`config.mk`:
```
export PLATFORM = sky130hd
export DESIGN_NAME = instr_stream_loader
export DESIGN_NICKNAME = d
export VERILOG_FILES = /design/src/rtl/instr_stream_loader.sv
export SDC_FILE = /design/constraint.sdc
export NUM_CORES = 1
export LEC_CHECK = 0
export CAP_MARGIN = 40
export CORE_ASPECT_RATIO = 1.5
export CORE_UTILIZATION = 45
export CTS_CLUSTER_SIZE = 14
export DETAILED_ROUTE_END_ITERATION = 10
export PLACE_DENSITY = 0.74
export SLEW_MARGIN = 20
export SYNTH_ARGS = -nofsm -noshare
export SYNTH_HDL_FRONTEND = slang
export SYNTH_SLANG_ARGS = --single-unit
```
`constraint.sdc`:
```
create_clock -name clk -period 3.4 [get_ports clk]
set_clock_uncertainty 0.2 [all_clocks]
set_input_delay 0.34 -clock clk [delete_from_list [all_inputs] [get_ports clk]]
set_output_delay 0.34 -clock clk [all_outputs]
set_load 0.01 [all_outputs]
```
`src/rtl/instr_stream_loader.sv`:
```
// instr_stream_loader: packs a stream of WORD_W-bit slices into wide
// instruction words and writes them, one per handshake, into the core's
// instruction memory starting at address 0. A load ends on s_last or after
// MAX_INSTR writes; the DONE state then holds wr_finish until reset.
//
// Handshakes: a transfer happens on a rising clk edge where valid && ready
// are both 1. Upstream keeps s_data/s_last stable while s_valid && !s_ready;
// this block keeps wr_data/wr_addr stable while wr_vld && !wr_rdy.
module instr_stream_loader #(
    parameter int WORD_W          = 8,
    parameter int WORDS_PER_INSTR = 11,
    parameter int ADDR_W          = 15,
    parameter int MAX_INSTR       = 3000
) (
    input  logic                              clk,
    input  logic                              rst_n,
    input  logic                              s_valid,
    output logic                              s_ready,
    input  logic [WORD_W-1:0]                 s_data,
    input  logic                              s_last,
    output logic                              wr_vld,
    input  logic                              wr_rdy,
    output logic [ADDR_W-1:0]                 wr_addr,
    output logic [WORD_W*WORDS_PER_INSTR-1:0] wr_data,
    output logic                              wr_finish,
    output logic                              overflow,
    output logic [ADDR_W:0]                   instr_count,
    output logic [1:0]                        state_dbg
);

    localparam int DATA_W = WORD_W * WORDS_PER_INSTR;
    localparam int IDX_W  = $clog2(WORDS_PER_INSTR + 1);

    localparam logic [1:0] ST_FILL  = 2'd0;
    localparam logic [1:0] ST_WRITE = 2'd1;
    localparam logic [1:0] ST_DONE  = 2'd2;

    localparam logic [IDX_W-1:0]  LAST_IDX = IDX_W'(WORDS_PER_INSTR - 1);
    localparam logic [ADDR_W:0]   MAX_CNT  = (ADDR_W+1)'(MAX_INSTR);
    localparam logic [ADDR_W:0]   CNT_ONE  = (ADDR_W+1)'(1);
    localparam logic [ADDR_W-1:0] ADDR_ONE = ADDR_W'(1);
    localparam logic [ADDR_W-1:0] ADDR_TOP = '1;

    logic [1:0]        state_q, state_d;
    logic [IDX_W-1:0]  idx_q, idx_d;
    logic [DATA_W-1:0] data_q, data_d;
    logic [ADDR_W-1:0] addr_q, addr_d;
    logic [ADDR_W:0]   cnt_q, cnt_d;
    logic              last_q, last_d;
    logic              ovf_q, ovf_d;
    logic              rdy_en_q;

    logic accept;

    // s_ready is held low during reset and for the first cycle after release.
    assign s_ready     = rdy_en_q && (state_q == ST_FILL);
    assign accept      = s_valid && s_ready;
    assign wr_vld      = (state_q == ST_WRITE);
    assign wr_finish   = (state_q == ST_DONE);
    assign wr_addr     = addr_q;
    assign wr_data     = data_q;
    assign overflow    = ovf_q;
    assign instr_count = cnt_q;
    assign state_dbg   = state_q;

    // Next-state logic: pack slices in FILL, wait for the memory in WRITE,
    // park in DONE and flag any input arriving after a MAX_INSTR cut-off.
    always_comb begin
        state_d = state_q;
        idx_d   = idx_q;
        data_d  = data_q;
        addr_d  = addr_q;
        cnt_d   = cnt_q;
        last_d  = last_q;
        ovf_d   = ovf_q;
        case (state_q)
            ST_FILL: begin
                if (accept) begin
                    // data_q is all-zero at the start of every instruction,
                    // so a short final instruction is zero-filled for free.
                    data_d[idx_q*WORD_W +: WORD_W] = s_data;
                    if (s_last) begin
                        last_d = 1'b1;
                    end
                    if (s_last || (idx_q == LAST_IDX)) begin
                        state_d = ST_WRITE;
                    end else begin
                        idx_d = idx_q + 1'b1;
                    end
                end
            end
            ST_WRITE: begin
                if (wr_rdy) begin
                    cnt_d  = cnt_q + CNT_ONE;
                    // Saturate rather than wrap when MAX_INSTR == 2**ADDR_W.
                    addr_d = (addr_q == ADDR_TOP) ? addr_q : addr_q + ADDR_ONE;
                    idx_d  = '0;
                    data_d = '0;
                    if (last_q || ((cnt_q + CNT_ONE) == MAX_CNT)) begin
                        state_d = ST_DONE;
                    end else begin
                        state_d = ST_FILL;
                    end
                end
            end
            ST_DONE: begin
                if (s_valid && !last_q) begin
                    ovf_d = 1'b1;
                end
            end
            default: begin
                state_d = ST_FILL;
            end
        endcase
    end

    // State registers, all cleared asynchronously by rst_n.
    always_ff @(posedge clk or negedge rst_n) begin
        if (!rst_n) begin
            state_q <= ST_FILL;
            idx_q   <= '0;
            data_q  <= '0;
            addr_q  <= '0;
            cnt_q   <= '0;
            last_q  <= 1'b0;
            ovf_q   <= 1'b0;
        end else begin
            state_q <= state_d;
            idx_q   <= idx_d;
            data_q  <= data_d;
            addr_q  <= addr_d;
            cnt_q   <= cnt_d;
            last_q  <= last_d;
            ovf_q   <= ovf_d;
        end
    end

    // Delays s_ready by one cycle after reset release.
    always_ff @(posedge clk or negedge rst_n) begin
        if (!rst_n) begin
            rdy_en_q <= 1'b0;
        end else begin
            rdy_en_q <= 1'b1;
        end
    end

endmodule

```
* After elaboration in Yosys (flattened, before gate mapping) *
Cells that the tools add are included.

operators by class
  equal/unequal tests = 9
  reductions and logical operators = 15
  mux-type cells = 13
  bitwise operators = 2
  shifts and indexed selects = 2
  add/sub/neg operators = 4

operators by type and width
  cell                                                                      number
  88-bit two-way mux                                                        2
  88-bit case mux with 2 select lines                                       1
  88-bit bitwise mux                                                        1
  8-bit by 34-bit variable shift with 88-bit output (first input constant)  1
  8-bit by 34-bit variable part select with 88-bit output                   1
  7-bit negation with 34-bit output                                         1
  16-bit by 1-bit adder with 16-bit output (second input constant)          1
  16-bit by 12-bit == test with 1-bit output (second input constant)        1
  15-bit by 1-bit adder with 15-bit output (second input constant)          1
  15-bit == test (second input constant)                                    1
  4-bit two-way mux                                                         3
  3-bit AND reduction                                                       3
  2-bit two-way mux                                                         4
  4-bit case mux with 2 select lines                                        1
  4-bit AND reduction                                                       2
  2-bit case mux with 3 select lines                                        1
  4-bit by 1-bit adder with 4-bit output (second input constant)            1
  4-bit == test (second input constant)                                     1
  2-bit by 1-bit != test with 1-bit output (second input constant)          2
  2-bit != test (second input constant)                                     2
  2-bit AND reduction                                                       2
  1-bit logical AND                                                         3
  2-bit by 1-bit == test with 1-bit output (second input constant)          1
  2-bit == test (second input constant)                                     1
  other kinds (5)                                                           7

storage, ports and cells
  output and inout port bits = 125
  register bits after elaboration = 128
  input bits = 13

* Depth between registers and ports, before layout *
Gate-level depths: netlist (run 1).

  word-level depth = 6
  gate-level depth with buffers = 9

* Worst setup path after synthesis (run 1) *
OpenSTA, ideal clock, no wires.

  path type = register to register
  start = register idx_q[0]
  end = register data_q[32] (netlist: wr_data[32])
  data required time = 3.117 ns
  clock period less this slack = 2.573 ns
  arrival = 2.290 ns
  path buffers = 2
  slack = 0.827 ns
  stages on the path, launching flop included = 10
  path through = dfrtp_1 clkbuf_1 inv_1 ha_1 xor2_1 or2_2 clkbuf_1 nor3_1 nand2_1 o21ai_0

on the way
  longest elaborated chain between the ends = 5
  elaborated cells between the ends (all ways) = 6
  those cells by class = add/sub: 1; shift: 2; mux: 3

ends and longest elaborated chain
  what                                                                                                                          line  RTL
  start: declaration                                                                                                            45    logic [IDX_W-1:0] idx_q, idx_d;
  start signal: assignment                                                                                                      129   idx_q <= idx_d;
  7-bit negation with 34-bit output (*)                                                                                         81    data_d[idx_q*WORD_W +: WORD_W] = s_data;
  8-bit by 34-bit variable part select with 88-bit output or 8-bit by 34-bit variable shift with 88-bit output (tied branches)  81
  88-bit bitwise mux (*)                                                                                                        81
  88-bit two-way mux (*)                                                                                                        78    if (accept) begin
  88-bit case mux with 2 select lines (*)                                                                                       76    case (state_q)
  end signal: assignment                                                                                                        130   data_q <= data_d;
  end: declaration                                                                                                              46    logic [DATA_W-1:0] data_q, data_d;

Mark *: on every way between the ends. The rest lies on a longest branch, timed or not. The select of a mux whose other input is x is not followed.
A chain may end at the register's enable or synchronous reset.

* Worst setup path after layout (run 1) *
  start = register idx_q[0]
  end = register data_q[43] (netlist: wr_data[43])

Same word-level chain as after synthesis.

==> summary.md, run 1 <==
| Metric | Value |
|---|---|
| Status | finished, final reports clean |
| Most common cell after layout, fill and taps aside | clkdlybuf4s50_1 |
| Crit path arrival time | 2910 ps |
| GP Congestion | 0.952 |
| Area of the die | 12700 um2 |
| Row cnt | 49 |
| Final setup fails | 0 |
| Worst-Margin Slew | 674 ps |
| Clk sinks | 128 |
| Fin crit period | 2770 ps |
| Fin crit share | 81.5% |
| Inserted Clock Buffers | 17 |
| Seq pwr share | 39.2% |
| Sequential cell area | 3200 um2 |
| Ports | 138 |
| CP delay by family, top | simple AND/OR/NAND/NOR gates |
| Via/cell ratio | 5.65 |
| Startpoint types | flop |
| Sequential area share after synthesis | 58.3% |
| Crit path required time | 3540 ps |
| Worst vdd ir | 0.000462 V |
| CTS tree | built |
| Clk slew on worst S/H paths | 60 ps |
| Int Power | 3560 uW |
| CTS root buf | clkbuf_16 |
| Logic pwr share | 27.4% |
| Buffers on Ports | 137 |
| Post-route ant nets | 0 |
| Area delta synth->final | 39.1% |
| Syn Inst Count | 482 |
| Hold Crit Class | in2async |
| Critical path type | reg2reg |
| Worst path slowest cell | dfrtp_1 |
| Yosys warning total | 0 |
| Number of synthesized flops with an enable pin | 0 |
| Vias in the first global route | 4466 |
| Die Width | 92.2 um |
| CP bufs+invs | 1 |
| Global-route wire length before repair | 23400 um |
| Pin count of the biggest net entering global routing | 67 |
| CTS HTree Levels | 4 |
| Area of the multi-input gates | 2160 um2 |
| Diode count | 0 |
| All-Layer GR Usage | 24.1% |
| Via Count | 4471 |
| Crit-path cells | inv_1 > ha_1 > xor2_1 > nand2_1 > or2_2 > nor2_1 > a22o_1 |
| RSZ-0062 raised after global routing | no |
| Core area | 12000 um2 |
| CP Max Fanout | 11 |
| Fill cells | 964 |
| CTS Hold Buffers Added | 1 |
| Layout cell share with drive strength beyond 1 | 8.46% |
| Mapped Area | 5490 um2 |
| Max Fclk | 361 MHz |
| DR iter-0 viols | 214 |
| Largest stage delay, worst path | 510 ps |
| P_leak | 0.00329 uW |
| Sw power | 1620 uW |
| Most frequent cells in the layout | clkdlybuf4s50_1, dfrtp_1, a22o_1, nand2_1, nor2_1 |
| Nets@finish | 645 |
| Seq cells post-synth | 128 |
| Die H | 137 um |
| Synth Net Count | 501 |
| Synth unique cells | 51 |
| Final wirelength | 14600 um |
| Design Power | 5180 uW |
| Clk pwr share | 33.4% |
| Wire per inst | 18.5 um |
| Setup crit end kind | flop |
| Post-DP HPWL | 10600 um |
| Main synth FF type | dfrtp_1 |
| Insertion delay to the later sink of the worst-skew pair | 400 ps |
| Switching share of total power | 31.3% |
| Pwr/cell area | 678 nW/um2 |
| Setup repair bufs after CTS | 0 |
| Max Buffers Root-to-Sink | 2 |
| Final hold viol count | 0 |
| Resize count post-CTS | 0 |
| Overflow after GRT | 0 |
| DR pass1 iterations | 5 |
| DRC violations left | 0 |
| Initial core utilization | 46.0% |
| Relative slew slack | 54.9% |
| Ys async rst share | 100% |
| Setup TNS | 0 ps |
| Initial antenna violation count | 0 |
| Max-cap violations | 0 |
| Pins Over Slew Limit | 0 |
| Syn_area_per_cell | 11.4 um2 |
[power by group through the flow]
stage	Sequential (uW)	Combinational (uW)	Clock, uW
2_1_floorplan	2070	639	0
3_3_place_gp	2030	1370	0
3_5_place_dp	2050	1420	0
4_1_cts	2030	1420	1770
5_1_grt	2070	1530	1840
6_report	2030	1420	1730
[area by class of cell]
class	count	share of cell area (%)
Tap cell	153	2.50
Inverter	9	0.442
Multi-Input combinational cell	321	28.3
Clock inverter	13	1.65
Timing Repair Buffer	149	19.5
Clock buffer	18	5.75
Sequential cell	128	41.9
[sequential cells by signal, indices dropped and copies added, names as in the netlist]
register,flops
idx_q,4
instr_count,16
last_q,1
overflow,1
rdy_en_q,1
state_dbg,2
wr_addr,15
wr_data,88
[cells by family after synthesis]
logic type	after synthesis	synth area share (%)
AND/OR/NAND/NOR	154	14.5
flip-flops	128	58.3
AO/OA/AOI/OAI	124	17.7
XOR/XNOR	35	5.58
buffers and inverters	33	2.37
adder cells (fa/ha/maj)	6	1.37
other	1	0.0683
multiplexers	1	0.205
[per-stage QoR]
stage	std cells	utilization, %	worst slack (ps)	instance area [um2]	hold WS, ps
3_5_place_dp	757	58.8	562	7040	267
4_1_cts	789	63.7	559	7610	281
3_3_place_gp	756	58.8	768	7030	266
5_1_grt	791	63.9	474	7640	89.0
2_1_floorplan	482	-	827	5490	-156
6_report	791	63.9	630	7640	100
[worst reg2reg max path: stages (launching register included)]
cell     delay (ps)
dfrtp_1         510
inv_1           150
ha_1            270
xor2_1          360
nand2_1         140
or2_2           360
nor2_1          480
a22o_1          250
[worst paths after layout]
check,depth (start not counted),slack [ps],end,startpoint
worst max-delay path,7,630,wr_data[43]$_DFFE_PN0P_,idx_q[0]$_DFFE_PN0P_
worst min-delay path,2,100,wr_data[35]$_DFFE_PN0P_,rst_n
worst max register to register,7,630,wr_data[43]$_DFFE_PN0P_,idx_q[0]$_DFFE_PN0P_
worst min register to register,1,280,overflow$_DFFE_PN0P_,overflow$_DFFE_PN0P_
max in group asynchronous,4,2080,wr_data[86]$_DFFE_PN0P_,rst_n
min in group clk,1,280,overflow$_DFFE_PN0P_,overflow$_DFFE_PN0P_
[per-layer routing]
| metal | up-vias | global-route usage (%) | share of wire, % |
|---|---|---|---|
| met1 | 2226 | 28.0 | 39 |
| met2 | 176 | 44.0 | 54 |
| li1 | 2057 | - | - |
| met3 | 12 | 5.35 | 5.5 |
| met4 | 0 | 7.29 | 1.0 |
| met5 | - | 0 | 0 |
[synth_stat cells (4+ instances only)]
cell type	number	area, um2
inv_1	9	33.8
clkbuf_1	21	78.8
o21ai_0	15	75.1
nand2b_1	5	31.3
o21ai_1	11	55.1
nand3_1	9	45.0
a22o_1	64	561
a21oi_1	7	35.0
nor2_1	30	113
and3_1	8	50.1
a32o_1	12	120
xnor2_1	26	228
nand3b_1	5	37.5
nand4_1	13	81.3
xor2_1	9	78.8
nand2_1	46	173
or3_1	4	25.0
dfrtp_1	128	3200
nor3_1	11	55.1
ha_1	6	75.1
No activity file was read; power rests on OpenSTA's default activity.
==> run 2, diff against run 1 <==
Clock period 3.4 ns to 2.7 ns, I/O delays scaled along.
==> summary.md, run 2 (synthesis results as in run 1) <==
| Metric | Value |
|---|---|
| Critical path capture point | wr_vld |
| DRC violations left | 0 (unchanged) |
| DR iter-0 viols | 271 (+27%) |
| Core area | 12000 um2 (unchanged) |
| Initial antenna violation count | 0 (unchanged) |
| RSZ-0062 raised after global routing | no |
| Worst path slowest cell | clkdlybuf4s50_1 |
| CTS tree | built |
| Reg2reg end | wr_data[15]$_DFFE_PN0P_ |
| Row cnt | 49 (unchanged) |
| Via/cell ratio | 5.71 (+1.1%) |
| Vias in the first global route | 4572 (+2.4%) |
| Relative slew slack | 55.7% (+0.77 points) |
| Worst r2r src | idx_q[1]$_DFFE_PN0P_ |
| Largest stage delay, worst path | 660 ps (+150 ps) |
| DR pass1 iterations | 5 (unchanged) |
| Worst vdd ir | 0.000579 V (+25%) |
| GP Congestion | 0.850 (-11%) |
| R2R setup slack | 190 ps (-440 ps) |
| CTS HTree Levels | 4 (unchanged) |
| Ports | 138 (unchanged) |
| Area of the die | 12700 um2 (unchanged) |
| Final wirelength | 14900 um (+2.1%) |
| Clk slew on worst S/H paths | 60 ps (about the same) |
| Max Fclk | 395 MHz |
| Design Power | 7030 uW (+36%) |
| Insertion delay to the later sink of the worst-skew pair | 410 ps (about the same) |
| Die H | 137 um (unchanged) |
| Critical path launch point | state_dbg[0]$_DFFE_PN0P_ |
| Buffers on Ports | 137 (unchanged) |
| CP Max Fanout | 12 (+1) |
| Most common cell after layout, fill and taps aside | clkdlybuf4s50_1 |
| Cells on worst reg2reg path | 7 (unchanged) |
| Final hold viol count | 0 (unchanged) |
| CTS root buf | clkbuf_16 |
| Via Count | 4593 (+2.7%) |
| Crit path arrival time | 2060 ps (-850 ps) |
| Die Width | 92.2 um (unchanged) |
| Status | finished, final reports clean |
| Global-route wire length before repair | 23900 um (+2.0%) |
| Startpoint types | flop |
| Most frequent cells in the layout | clkdlybuf4s50_1, dfrtp_1, a22o_1, nand2_1, nor2_1 |
| Setup TNS | 0 ps (unchanged) |
| Clk sinks | 128 (unchanged) |
| Fin crit share | 93.9% |
| Post-DP HPWL | 10500 um (-0.46%) |
| Largest register FFs | 88 (unchanged) |
| Crit-path cells | nor2b_1 > clkdlybuf4s50_1 |
| Worst-Margin Slew | 660 ps (-13.8 ps) |
| Max-cap violations | 0 (unchanged) |
| Inserted Clock Buffers | 17 (unchanged) |
| Initial core utilization | 46.0% (unchanged) |
| All-Layer GR Usage | 24.5% (+0.48 points) |
| Post-route ant nets | 0 (unchanged) |
| Crit path required time | 2230 ps (-1310 ps) |
| Setup crit end kind | output port |
| Pwr/cell area | 897 nW/um2 (+32%) |
| Final setup fails | 0 (unchanged) |
| Pins Over Slew Limit | 0 (unchanged) |
| Hold WS | 164 ps (+63.3 ps) |
| Hold Crit Class | in2async |
| P_leak | 0.00340 uW (+3.2%) |
| Overflow after GRT | 0 (unchanged) |
| Final instance area | 7840 um2 (+2.5%) |
| Nets@finish | 658 (+2.0%) |
| Fin crit period | 2530 ps |
| Pin count of the biggest net entering global routing | 43 (-36%) |
| Cell Area, Placed | 7140 um2 (+1.5%) |
| Wire per inst | 18.6 um (+0.47%) |
| Area delta synth->final | 42.6% |
| Max Buffers Root-to-Sink | 2 (unchanged) |
| Diode count | 0 (unchanged) |
| Layout cell share with drive strength beyond 1 | 10.3% (+1.8 points) |
| Critical path type | reg2out |
| Setup repair bufs after CTS | 0 (unchanged) |
==> run 2: changes by cell type in the layout (fill, tap and decap cells not counted), sizes merged <==
cell / before / now
inv: 16 / 13
buf: 12 / 24
clkinvlp: 1 / 0
bufinv: 1 / 6
==> run 2: per-layer routing <==
layer	global-route usage [%]	up-vias	part of all wire, %
met5	0	-	0
met4	10.2	0	1.9
met3	4.80	23	5.1
met2	44.6	186	55
met1	28.1	2294	38
li1	-	2090	-
==> run 2: cell type report <==
cell class | instances | area [um2]
clock buffers | 17 | 425
clock inverters | 14 | 253
fillers | 929 | 4120
inverters | 9 | 33.8
multi-input cells | 321 | 2160
flip-flops and latches | 128 | 3200
well taps | 153 | 191
repair buffers | 162 | 1570
==> run 2: worst min-delay path by stage <==
stage,slack (ps),endpoint,from,cells after the start
finish,160,wr_data[0]$_DFFE_PN0P_,rst_n,2
global route,200,wr_data[35]$_DFFE_PN0P_,rst_n,2
CTS,170,wr_data[35]$_DFFE_PN0P_,rst_n,2
detailed placement,70,wr_data[35]$_DFFE_PN0P_,rst_n,1
global placement,60,wr_data[35]$_DFFE_PN0P_,rst_n,1
floorplan,-230,idx_q[0]$_DFFE_PN0P_,rst_n,0
==> run 2: repair_timing <==
action / CTS / global route
hold buffers: 1 / 0
setup endpoints to repair: 0 / 0
gates resized for setup: 0 / 0
hold endpoints to repair: 37 / 0
==> run 2: power by group <==
part / switching (uW) / leakage [uW] / total, uW / internal, uW
clock: 863 / 0.000330 / 2610 / 1750
combinational: 893 / 0.00131 / 1870 / 981
sequential: 311 / 0.00175 / 2540 / 2230
==> run 2: critical path: cells and delay by family, from the launching register on <==
| family | cells | cell delay [ps] |
|---|---|---|
| buf+inv | 1 | 660 |
| flops | 1 | 540 |
| simple gates | 1 | 460 |
==> run 2: stage by stage <==
step,utilization (%),cells,setup slack (ps)
after global routing,65.5,804,6.62
after detailed placement,59.7,771,143
after CTS,65.5,803,160
final,65.5,804,166
after global placement,59.7,770,251
after floorplan,-,482,127
